[src/rtl/fsm_vedacao_pkg.sv]
// Shared constants for the bottling-line stages: state encodings, clock rate and LED indices.
// Imported by the capping stage (fsm_vedacao) and its timer.
package fsm_vedacao_pkg;

    typedef logic [1:0] estado_t;

    // The IDLE / active / CONCLUIDO encodings match the fill stage (fsm_enchimento).
    localparam logic [1:0] ST_IDLE      = 2'd0;
    localparam logic [1:0] ST_VEDANDO   = 2'd1;
    localparam logic [1:0] ST_CONCLUIDO = 2'd2;
    localparam logic [1:0] ST_SEM_ROLHA = 2'd3;

    localparam int CLK_HZ          = 50_000_000;
    localparam int LED_ATUADOR_IDX = 7;
    localparam int LED_ALARME_IDX  = 9;

endpackage

[src/rtl/fsm_vedacao_if.sv]
// Level handshake between the master sequencer and the capping stage, plus status outputs.
// master: the sequencer side; slave: the capping FSM side.
interface fsm_vedacao_if #(
    parameter int ESTOQUE_W = 5
);
    logic                 cmd_iniciar;
    logic                 reabastecer;
    logic                 atuador_ativo;
    logic                 tarefa_concluida;
    logic                 alarme_sem_rolha;
    logic [ESTOQUE_W-1:0] estoque;

    modport master (
        output cmd_iniciar,
        output reabastecer,
        input  atuador_ativo,
        input  tarefa_concluida,
        input  alarme_sem_rolha,
        input  estoque
    );

    modport slave (
        input  cmd_iniciar,
        input  reabastecer,
        output atuador_ativo,
        output tarefa_concluida,
        output alarme_sem_rolha,
        output estoque
    );
endinterface

[src/rtl/fsm_vedacao_temporizador.sv]
// Actuator on-time counter with clear/enable and a registered terminal-count flag.
// fim is high exactly while the count equals T_VEDACAO-1.
module temporizador_vedacao #(
    parameter int T_VEDACAO = 50_000_000,
    parameter int CNT_W     = 26
) (
    input  logic clk,
    input  logic reset,
    input  logic clear,
    input  logic enable,
    output logic fim
);
    localparam logic [CNT_W-1:0] ULTIMO = CNT_W'(T_VEDACAO - 1);

    logic [CNT_W-1:0] count_reg;
    logic [CNT_W-1:0] count_inc;
    logic             fim_reg;

    assign count_inc = count_reg + 1'b1;

    // The flag is computed from the incremented value so it lines up with the count itself.
    always_ff @(posedge clk) begin
        if (reset || clear) begin
            count_reg <= '0;
            fim_reg   <= 1'b0;
        end else if (enable) begin
            count_reg <= count_inc;
            fim_reg   <= (count_inc == ULTIMO);
        end
    end

    assign fim = fim_reg;

endmodule

[src/rtl/fsm_vedacao.sv]
// Capping stage Moore FSM: timed actuator, cap stock counter and done handshake to the master.
// Define VEDACAO_ESTOQUE_EN to enable stock counting, refill and the out-of-caps alarm.
module fsm_vedacao
    import fsm_vedacao_pkg::*;
#(
    parameter int T_VEDACAO   = 50_000_000,
    parameter int CNT_W       = 26,
    parameter int ESTOQUE_MAX = 20,
    parameter int ESTOQUE_W   = 5
) (
    input  logic          clk,
    input  logic          reset,
    fsm_vedacao_if.slave  bus
);
    localparam logic [ESTOQUE_W-1:0] ESTOQUE_CHEIO = ESTOQUE_W'(ESTOQUE_MAX);

    estado_t state_reg;
    estado_t state_next;
    logic    timer_clear;
    logic    timer_fim;
    logic    estoque_vazio;

    temporizador_vedacao #(
        .T_VEDACAO (T_VEDACAO),
        .CNT_W     (CNT_W)
    ) u_temporizador (
        .clk    (clk),
        .reset  (reset),
        .clear  (timer_clear),
        .enable (state_reg == ST_VEDANDO),
        .fim    (timer_fim)
    );

`ifdef VEDACAO_ESTOQUE_EN
    logic [ESTOQUE_W-1:0] estoque_reg;

    // A refill overrides the end-of-cycle decrement on the same edge.
    always_ff @(posedge clk) begin
        if (reset || bus.reabastecer) begin
            estoque_reg <= ESTOQUE_CHEIO;
        end else if (state_reg == ST_VEDANDO && timer_fim) begin
            estoque_reg <= estoque_reg - 1'b1;
        end
    end

    assign estoque_vazio    = (estoque_reg == '0);
    assign bus.estoque      = estoque_reg;
    assign bus.alarme_sem_rolha = (state_reg == ST_SEM_ROLHA);
`else
    logic unused_reabastecer;

    assign unused_reabastecer   = bus.reabastecer;
    assign estoque_vazio        = 1'b0;
    assign bus.estoque          = ESTOQUE_CHEIO;
    assign bus.alarme_sem_rolha = 1'b0;
`endif

    always_comb begin
        state_next  = state_reg;
        timer_clear = 1'b0;
        case (state_reg)
            ST_IDLE: begin
                if (bus.cmd_iniciar) begin
                    if (estoque_vazio) begin
                        state_next = ST_SEM_ROLHA;
                    end else begin
                        state_next  = ST_VEDANDO;
                        timer_clear = 1'b1;
                    end
                end
            end
            // The cap press always finishes once started, whatever cmd_iniciar does.
            ST_VEDANDO: begin
                if (timer_fim) begin
                    state_next = ST_CONCLUIDO;
                end
            end
            ST_CONCLUIDO: begin
                if (!bus.cmd_iniciar) begin
                    state_next = ST_IDLE;
                end
            end
`ifdef VEDACAO_ESTOQUE_EN
            ST_SEM_ROLHA: begin
                if (bus.reabastecer) begin
                    if (bus.cmd_iniciar) begin
                        state_next  = ST_VEDANDO;
                        timer_clear = 1'b1;
                    end else begin
                        state_next = ST_IDLE;
                    end
                end
            end
`endif
            default: state_next = ST_IDLE;
        endcase
    end

    always_ff @(posedge clk) begin
        if (reset) begin
            state_reg <= ST_IDLE;
        end else begin
            state_reg <= state_next;
        end
    end

    assign bus.atuador_ativo    = (state_reg == ST_VEDANDO);
    assign bus.tarefa_concluida = (state_reg == ST_CONCLUIDO);

endmodule
[src/flat_wrapper.sv]
// flat-port wrapper written by rule: the top's interface ports become plain ports
module fsm_vedacao_flat import fsm_vedacao_pkg::*;
#(
    parameter int T_VEDACAO   = 50_000_000,
    parameter int CNT_W       = 26,
    parameter int ESTOQUE_MAX = 20,
    parameter int ESTOQUE_W   = 5
)
  (clk, reset, bus_cmd_iniciar, bus_reabastecer, bus_atuador_ativo, bus_tarefa_concluida, bus_alarme_sem_rolha, bus_estoque);
  fsm_vedacao_if #(.ESTOQUE_W(ESTOQUE_W)) bus_i ();
  input  logic clk;
  input  logic reset;
  input wire logic [$bits(bus_i.cmd_iniciar)-1:0] bus_cmd_iniciar;
  input wire logic [$bits(bus_i.reabastecer)-1:0] bus_reabastecer;
  output wire logic [$bits(bus_i.atuador_ativo)-1:0] bus_atuador_ativo;
  output wire logic [$bits(bus_i.tarefa_concluida)-1:0] bus_tarefa_concluida;
  output wire logic [$bits(bus_i.alarme_sem_rolha)-1:0] bus_alarme_sem_rolha;
  output wire logic [$bits(bus_i.estoque)-1:0] bus_estoque;
  assign bus_i.cmd_iniciar = bus_cmd_iniciar;
  assign bus_i.reabastecer = bus_reabastecer;
  assign bus_atuador_ativo = bus_i.atuador_ativo;
  assign bus_tarefa_concluida = bus_i.tarefa_concluida;
  assign bus_alarme_sem_rolha = bus_i.alarme_sem_rolha;
  assign bus_estoque = bus_i.estoque;
  fsm_vedacao #(.T_VEDACAO(T_VEDACAO), .CNT_W(CNT_W), .ESTOQUE_MAX(ESTOQUE_MAX), .ESTOQUE_W(ESTOQUE_W)) u_core (.clk(clk), .reset(reset), .bus(bus_i));
endmodule
[config.mk]
export PLATFORM = sky130hd
export DESIGN_NAME = fsm_vedacao_flat
export DESIGN_NICKNAME = d
export VERILOG_FILES = /design/src/rtl/fsm_vedacao_pkg.sv /design/src/rtl/fsm_vedacao_if.sv /design/src/rtl/fsm_vedacao_temporizador.sv /design/src/rtl/fsm_vedacao.sv /design/src/flat_wrapper.sv
export SDC_FILE = /design/constraint.sdc
export NUM_CORES = 1
export LEC_CHECK = 0
export CAP_MARGIN = 10
export CORE_MARGIN = 2
export CORE_UTILIZATION = 40
export DETAILED_ROUTE_END_ITERATION = 10
export GPL_ROUTABILITY_DRIVEN = 0
export SETUP_SLACK_MARGIN = 0.4
export SYNTH_ARGS = -nofsm -noshare
export SYNTH_HDL_FRONTEND = slang
export SYNTH_SLANG_ARGS = --single-unit
[constraint.sdc]
create_clock -name clk -period 2.8 [get_ports clk]
set_clock_uncertainty 0.05 [all_clocks]
set_input_delay 0.42 -clock clk [delete_from_list [all_inputs] [get_ports clk]]
set_output_delay 0.42 -clock clk [all_outputs]
set_load 0.02 [all_outputs]
# Yosys cells after proc, flatten, opt, wreduce, memory -nomap -nowiden
# Cells that the tools add are included.
# totals
reg_bits	29
in_bits	4
output_inout_bits	8
elab_cells	19
# op_classes
add_sub_neg	1
n_eq_ne	6
mux	6
reduce_logical	3
# ops
op	n
$add A26 B1 Y26 const B	1
$eq A26 B26 Y1 const B	1
$mux W2	3
$pmux W2 S3	1
$ne A2 B2 Y1 const B	2
$reduce_and A3 Y1	1
$eq A2 B1 Y1 const B	1
$eq A2 B2 Y1 const B	1
$logic_not A2 Y1	1
$mux W1	2
$ne A2 B1 Y1 const B	1
$logic_or A1 B1 Y1	1

# Depth between registers and ports, before layout
# Gate-level depths: netlist (run 1).
# depth
word_depth	3
ltp_mapped	8
mapped_depth_nobuf	8

# By module
# A second synthesis (run 1) with hierarchy kept.
# hier_totals
cells_unflattened	198
area_unflattened_um2	1606.5
# modules_own_cells
mod	n_inst	cells_each	area_per_inst_um2	seq_area_each_um2
temporizador_vedacao	1	179	1442.6	540.5
fsm_vedacao	1	19	163.9	40.0

# Worst setup path after synthesis (run 1)
# OpenSTA, ideal clock, no wires.
# synth_timing
path_kind	register to register
start	register u_core.u_temporizador.count_reg[0]
end	register u_core.u_temporizador.fim_reg (netlist: u_core.u_temporizador.fim)
setup_ns	0.092
arrival_time_ns	1.984
t_required_ns	2.658
setup_slack_ns	0.673
stages_incl_launch_ff	8
path_buffers	0
synth_period_minus_slack_ns	2.127
cell_sequence	dfxtp_1 -> ha_1 -> xnor2_1 -> or4_1 -> or4_1 -> a2111oi_2 -> nand4_1 -> o32ai_1
# synth_via
elab_chain_cells	2
# synth_lines
item	line_no	rtl
from (decl)	fsm_vedacao_temporizador.sv:15	logic [CNT_W-1:0] count_reg;
from (signal assigned)	fsm_vedacao_temporizador.sv:27	count_reg <= count_inc;
$add A26 B1 Y26	fsm_vedacao_temporizador.sv:19	assign count_inc = count_reg + 1'b1;
$eq A26 B26 Y1	fsm_vedacao_temporizador.sv:28	fim_reg <= (count_inc == ULTIMO);
to (signal assigned)	fsm_vedacao_temporizador.sv:28	
to (decl)	fsm_vedacao_temporizador.sv:17	logic fim_reg;
# Every way passes these cells.
# A chain may end at the register's enable or synchronous reset.

# Worst setup path in the final report (run 1)
# layout_timing
start	register u_core.state_reg[1]
end	output bus_atuador_ativo
# layout_via
elab_chain_cells	1
# layout_lines
item	line_no	rtl
from (decl)	fsm_vedacao.sv:17	estado_t state_reg;
from (signal assigned)	fsm_vedacao.sv:103	state_reg <= state_next;
$eq A2 B1 Y1	fsm_vedacao.sv:107	assign bus.atuador_ativo = (state_reg == ST_VEDANDO);
to (decl)	flat_wrapper.sv:15	output wire logic [$bits(bus_i.atuador_ativo)-1:0] bus_atuador_ativo;
# Every way passes these cells.

==> flow_metrics.tcl, run 1 <==
set metrics [dict create \
    outcome "finished clean" \
    critPathTopFamily "buffers and inverters" \
    drc_errors 0 \
    start_kind "flop" \
    holdPathStages 1 \
    synth_edf_count 0 \
    clk_path_buf_depth 2 \
    holdWs_ns 0.4021 \
    path_clk_slew_ns 0.06 \
    final_core_util_pct 43.61 \
    synth_cells 229 \
    clock-sinks 29 \
    worst_pin_slew_ns 0.5178 \
    start_util_pct 41.61 \
    dr_total_vias 1527 \
    htree_levels 2 \
    ys_async_sr_fraction_pct 0 \
    mostFrequentLayoutCells "nor2_1, dfxtp_1, nand2_1, nand3_1, xnor2_1" \
    antenna_found_initial 0 \
    fmax_ghz 0.4474 \
    ir_worst_vdd_mv 0.2101 \
    crit_path_end_kind "output port" \
    syn_area_mm2 0.001824 \
    clk_latency_ns 0.29 \
    mostFrequentLayoutCell "nor2_1" \
    row_count 24 \
    rr_startpoint "u_core.u_temporizador.count_reg[2]" \
    cts_tree "done" \
    netlist.area_leader.share_pct 31.82 \
    avgSynthCellArea_um2 7.966 \
    timing.setup.tns_ns 0 \
    slowest_stage "clkdlybuf4s50_1" \
    track_usage_pct 16.25 \
    ys_types 45 \
    r2r-end "u_core.u_temporizador.fim" \
    critPathArrivalTime_ns 1.77 \
    hold_path_end "u_core.state_reg[0]" \
    grt_max_degree 28 \
    ff2ff_setup_slack_ns 0.58 \
    slew_violations 0 \
    leakage_nw 0.5802 \
    drt-total-wl_um 3756 \
    diodes 0 \
    grt_pass1_vias 1381 \
    nets 230 \
    critPathBufInv 4 \
    crit_type "reg2out" \
    reg2reg_depth 6 \
    io_buffers 4 \
    core_mm2 0.004384 \
    wl_per_cell_um 13.61 \
    worst_hold_path_type "reg2reg" \
    cp_slowest_stage_delay_ns 0.62 \
    yosysSeqAreaShare_pct 31.82 \
    path_cells "inv_1 > nand2_1 > inv_1 > buf_4 > clkdlybuf4s50_1" \
    cp_max_fo 10 \
    drtIter0Drc 92 \
    largest_register_ffs 26 \
    cap_violations 0 \
    rsz0062_at_grt "false" \
    yosys-top-cells-area "dfxtp_1, xnor2_1, xor2_1" \
    yosys_warnings 0 \
    period_share_pct 79.84 \
    hpwlAfterDp_um 2570 \
    synth-seq-cells 29 \
    clockRootBuffer "clkbuf_8" \
    synthFlopType "dfxtp_1" \
    drive_gt1_share_pct 9.375 \
    post-route-min-period_ns 2.235 \
    post_cts_buffers 0 \
    die-area_mm2 0.005117 \
    p_per_area_mw_per_mm2 425.0 \
    die_h_um 71.53 \
    filler_cell_count 451 \
    firstDrtPassIters 4 \
    slew-limit-headroom_pct 64.99 \
    syn_to_final_growth_pct 4.801 \
    worstPathRequired_ns 2.33 \
    postCtsHoldBufs 0 \
    io_pins 12 \
    cts_buffers 5 \
    finalHoldViolCount 0 \
    viasPerCell 5.533 \
    overflow 0 \
    synth_area_leader_cell "dfxtp_1" \
    ctsResizeCount 0 \
    setup_viol 0 \
    die_width_um 71.53 \
    cpMostUsedCell "inv_1" \
    ant_nets 0 \
    grt_first_pass_wirelength_um 6458 \
    min-delay-start "u_core.state_reg[1]" \
]
synthesized netlist by cell type, types with 2 or more instances:
cell and count:
or4_1 3, nor4b_1 2, inv_1 8, buf_2 4
nand2_1 18, a21oi_1 8, clkbuf_1 5, nor2b_1 2
nor2_1 27, nand3b_1 2, o21ai_0 7, conb_1 2
xor2_1 12, or3_1 4, a211oi_1 2, and4_1 3
clkbuf_2 2, nand3_1 17, dfxtp_1 29, a311oi_1 2
ha_1 2, xnor2_1 15, buf_4 7, nor4_1 5
nor3_1 6, buf_6 5, a22oi_1 2, nand4_1 9
and3_1 3
cells by family after synthesis:
kind of cell / synth area share [%]
other: 0.4117
AND/OR/NAND/NOR: 31.34
flip-flops: 31.82
buffers and inverters: 10.97
adder cells (fa/ha/maj): 1.372
XOR/XNOR: 12.96
AO/OA/AOI/OAI: 11.11
worst max path at each step:
stage	from	end	slack, ns	depth (start not counted)
detailed placement	u_core.u_temporizador.count_reg[1]	u_core.u_temporizador.fim	0.52	7
CTS	u_core.u_temporizador.count_reg[1]	u_core.u_temporizador.fim	0.50	7
floorplan	u_core.u_temporizador.count_reg[0]	u_core.u_temporizador.fim	0.67	7
finish	u_core.state_reg[1]	bus_atuador_ativo	0.56	5
global route	u_core.u_temporizador.count_reg[2]	u_core.u_temporizador.fim	0.37	6
global placement	bus_cmd_iniciar	u_core.u_temporizador.fim	0.53	7
power by group:
part,internal [mW],switching [mW],leakage [nW]
registers,0.416,0.00372,0.235
clock network,0.194,0.150,0.0443
logic,0.0142,0.0338,0.301
cell type report:
| class | count | area, um2 | area share (%) |
|---|---|---|---|
| Clock buffer | 7 | 86.33 | 4.516 |
| Inverter | 8 | 30.03 | 1.571 |
| Multi-Input combinational cell | 172 | 1076 | 56.28 |
| Timing Repair Buffer | 8 | 70.07 | 3.665 |
| Tap cell | 52 | 65.06 | 3.403 |
| Sequential cell | 29 | 584.3 | 30.56 |
per-layer routing:
| layer | GRT usage, % | routed length [um] | part of all wire (%) |
|---|---|---|---|
| met2 | 24.38 | 1620 | 43 |
| met5 | 0 | 0 | 0 |
| met3 | 3.938 | 158 | 4.2 |
| met4 | 8.595 | 101 | 2.7 |
| met1 | 21.57 | 1876 | 50 |
through the flow:
stage	worst slack [ns]	instance area, um2	power, mW	cells
finish	0.5646	1912	0.8126	276
global route	0.3697	1912	0.8458	276
CTS	0.5021	1891	0.8256	276
detailed placement	0.5199	1804	0.4760	269
global placement	0.5254	1804	0.4762	269
floorplan	0.6734	1839	0.4677	233
Power figures use the tool's default switching activity.
==> run 2, diff against run 1 <==
- clock period: 2.8 -> 2.1 ns (I/O delays scaled with it)
==> flow_metrics.tcl, run 2 (synthesis gave the netlist of run 1 again) <==
set metrics [dict create \
    setup_viol 1 \
    drtIter0Drc 105 \
    leakage_nw 0.8411 \
    outcome "finished, violations left" \
    ant_nets 0 \
    die-area_mm2 0.005117 \
    slowest_stage "or4_1" \
    start_kind "flop" \
    htree_levels 2 \
    postCtsHoldBufs 0 \
    wl_per_cell_um 13.81 \
    period_share_pct 103.6 \
    worst_hold_path_type "reg2reg" \
    row_count 24 \
    antenna_found_initial 0 \
    worst_slack_ns -0.07477 \
    rsz0062_at_grt "true" \
    slew_violations 0 \
    diodes 0 \
    cts_tree "done" \
    violations "setup timing" \
    io_buffers 4 \
    track_usage_pct 18.96 \
    firstDrtPassIters 4 \
    hpwlAfterDp_um 3020 \
    crit_type "reg2reg" \
    dr_total_vias 1685 \
    largest_register_ffs 26 \
    stdcell_count 314 \
    clk_path_buf_depth 2 \
    cts_buffers 5 \
    p_per_area_mw_per_mm2 471.7 \
    nets 268 \
    clock-sinks 29 \
    holdWs_ns 0.4029 \
    path_clk_slew_ns 0.06 \
    grt_pass1_vias 1623 \
    finalPower_mw 1.120 \
    critPathArrivalTime_ns 2.32 \
    start_util_pct 41.61 \
    overflow 0 \
    drive_gt1_share_pct 33.97 \
    fmax_ghz 0.4598 \
    drt-total-wl_um 4335 \
    mostFrequentLayoutCell "buf_4" \
    grt_max_degree 28 \
    finalHoldViolCount 0 \
    grt_first_pass_wirelength_um 7624 \
    clk_latency_ns 0.28 \
    viasPerCell 5.366 \
    place_ws_ns -0.06751 \
    syn_to_final_growth_pct 30.18 \
    cp_max_fo 2 \
    clockRootBuffer "clkbuf_8" \
    ir_worst_vdd_mv 0.3259 \
    die_h_um 71.53 \
    worstPathRequired_ns 2.25 \
    drc_errors 0 \
    mostFrequentLayoutCells "buf_4, nor2_1, dfxtp_1, nand2_1, xnor2_1" \
    path_cells "ha_4 > xnor2_1 > or4_1 > or4_4 > a2111oi_4 > nand4_1 > o32ai_2" \
    crit_path_end_kind "flop" \
    cap_violations 0 \
    die_width_um 71.53 \
    cp_slowest_stage_delay_ns 0.52 \
    dp.cells 299 \
    core_mm2 0.004384 \
    timing.setup.tns_ns -0.07477 \
    post-route-min-period_ns 2.175 \
    io_pins 12 \
]
==> run 2: where the power goes <==
group	total (mW)	switching, mW	internal [mW]
clock	0.475	0.216	0.260
combinational	0.0870	0.0543	0.0327
sequential	0.558	0.00442	0.553
==> run 2: through the flow <==
| stage | area (um2) | utilization, % |
|---|---|---|
| after CTS | 2321 | 52.94 |
| after global placement | 2081 | 47.46 |
| after floorplan | 1921 | - |
| after detailed placement | 2081 | 47.46 |
| final | 2375 | 54.17 |
| after global routing | 2375 | 54.17 |
==> run 2: metal layers <==
metal	vias up	track usage [%]	wire, um
met5	-	0	0
met4	0	6.289	61
met3	7	4.219	124
met2	27	31.58	2060
met1	800	24.28	2089
li1	851	-	-
==> run 2: timing repair <==
action	CTS	global route
gates resized for setup	30	15
setup endpoints to repair	17	18
buffers inserted	8	0
pin swaps	7	4
==> run 2: worst max-delay path: cells and delay by family, from the launching register on <==
family	cells	cell delay, ns
xor+xnor	1	0.12
compound gates	2	0.31
fa+ha+maj	1	0.16
simple gates	3	1.12
flops	1	0.34
==> run 2: path summary, 6_finish.rpt <==
kind / start / to / slack, ns / depth (start not counted)
worst max-delay path: u_core.u_temporizador.count_reg[1] / u_core.u_temporizador.fim / -0.07 / 7
worst min-delay path: u_core.state_reg[1] / u_core.state_reg[0] / 0.40 / 1
worst max register to register: u_core.u_temporizador.count_reg[1] / u_core.u_temporizador.fim / -0.07 / 7
worst min register to register: u_core.state_reg[1] / u_core.state_reg[0] / 0.40 / 1
==> run 2: cell type report <==
class                   count  area (um2)
repair buffers             46       370.4
flip-flops and latches     29       594.3
clock buffers               7       86.33
fillers                   430        2009
inverters                   8       30.03
well taps                  52       65.06
multi-input cells         172        1229
==> run 3, diff against run 2 <==
- ABC_AREA: unset -> 0
==> results of run 3 <==
The final DEF is identical to that of run 2; final timing and power are the same.
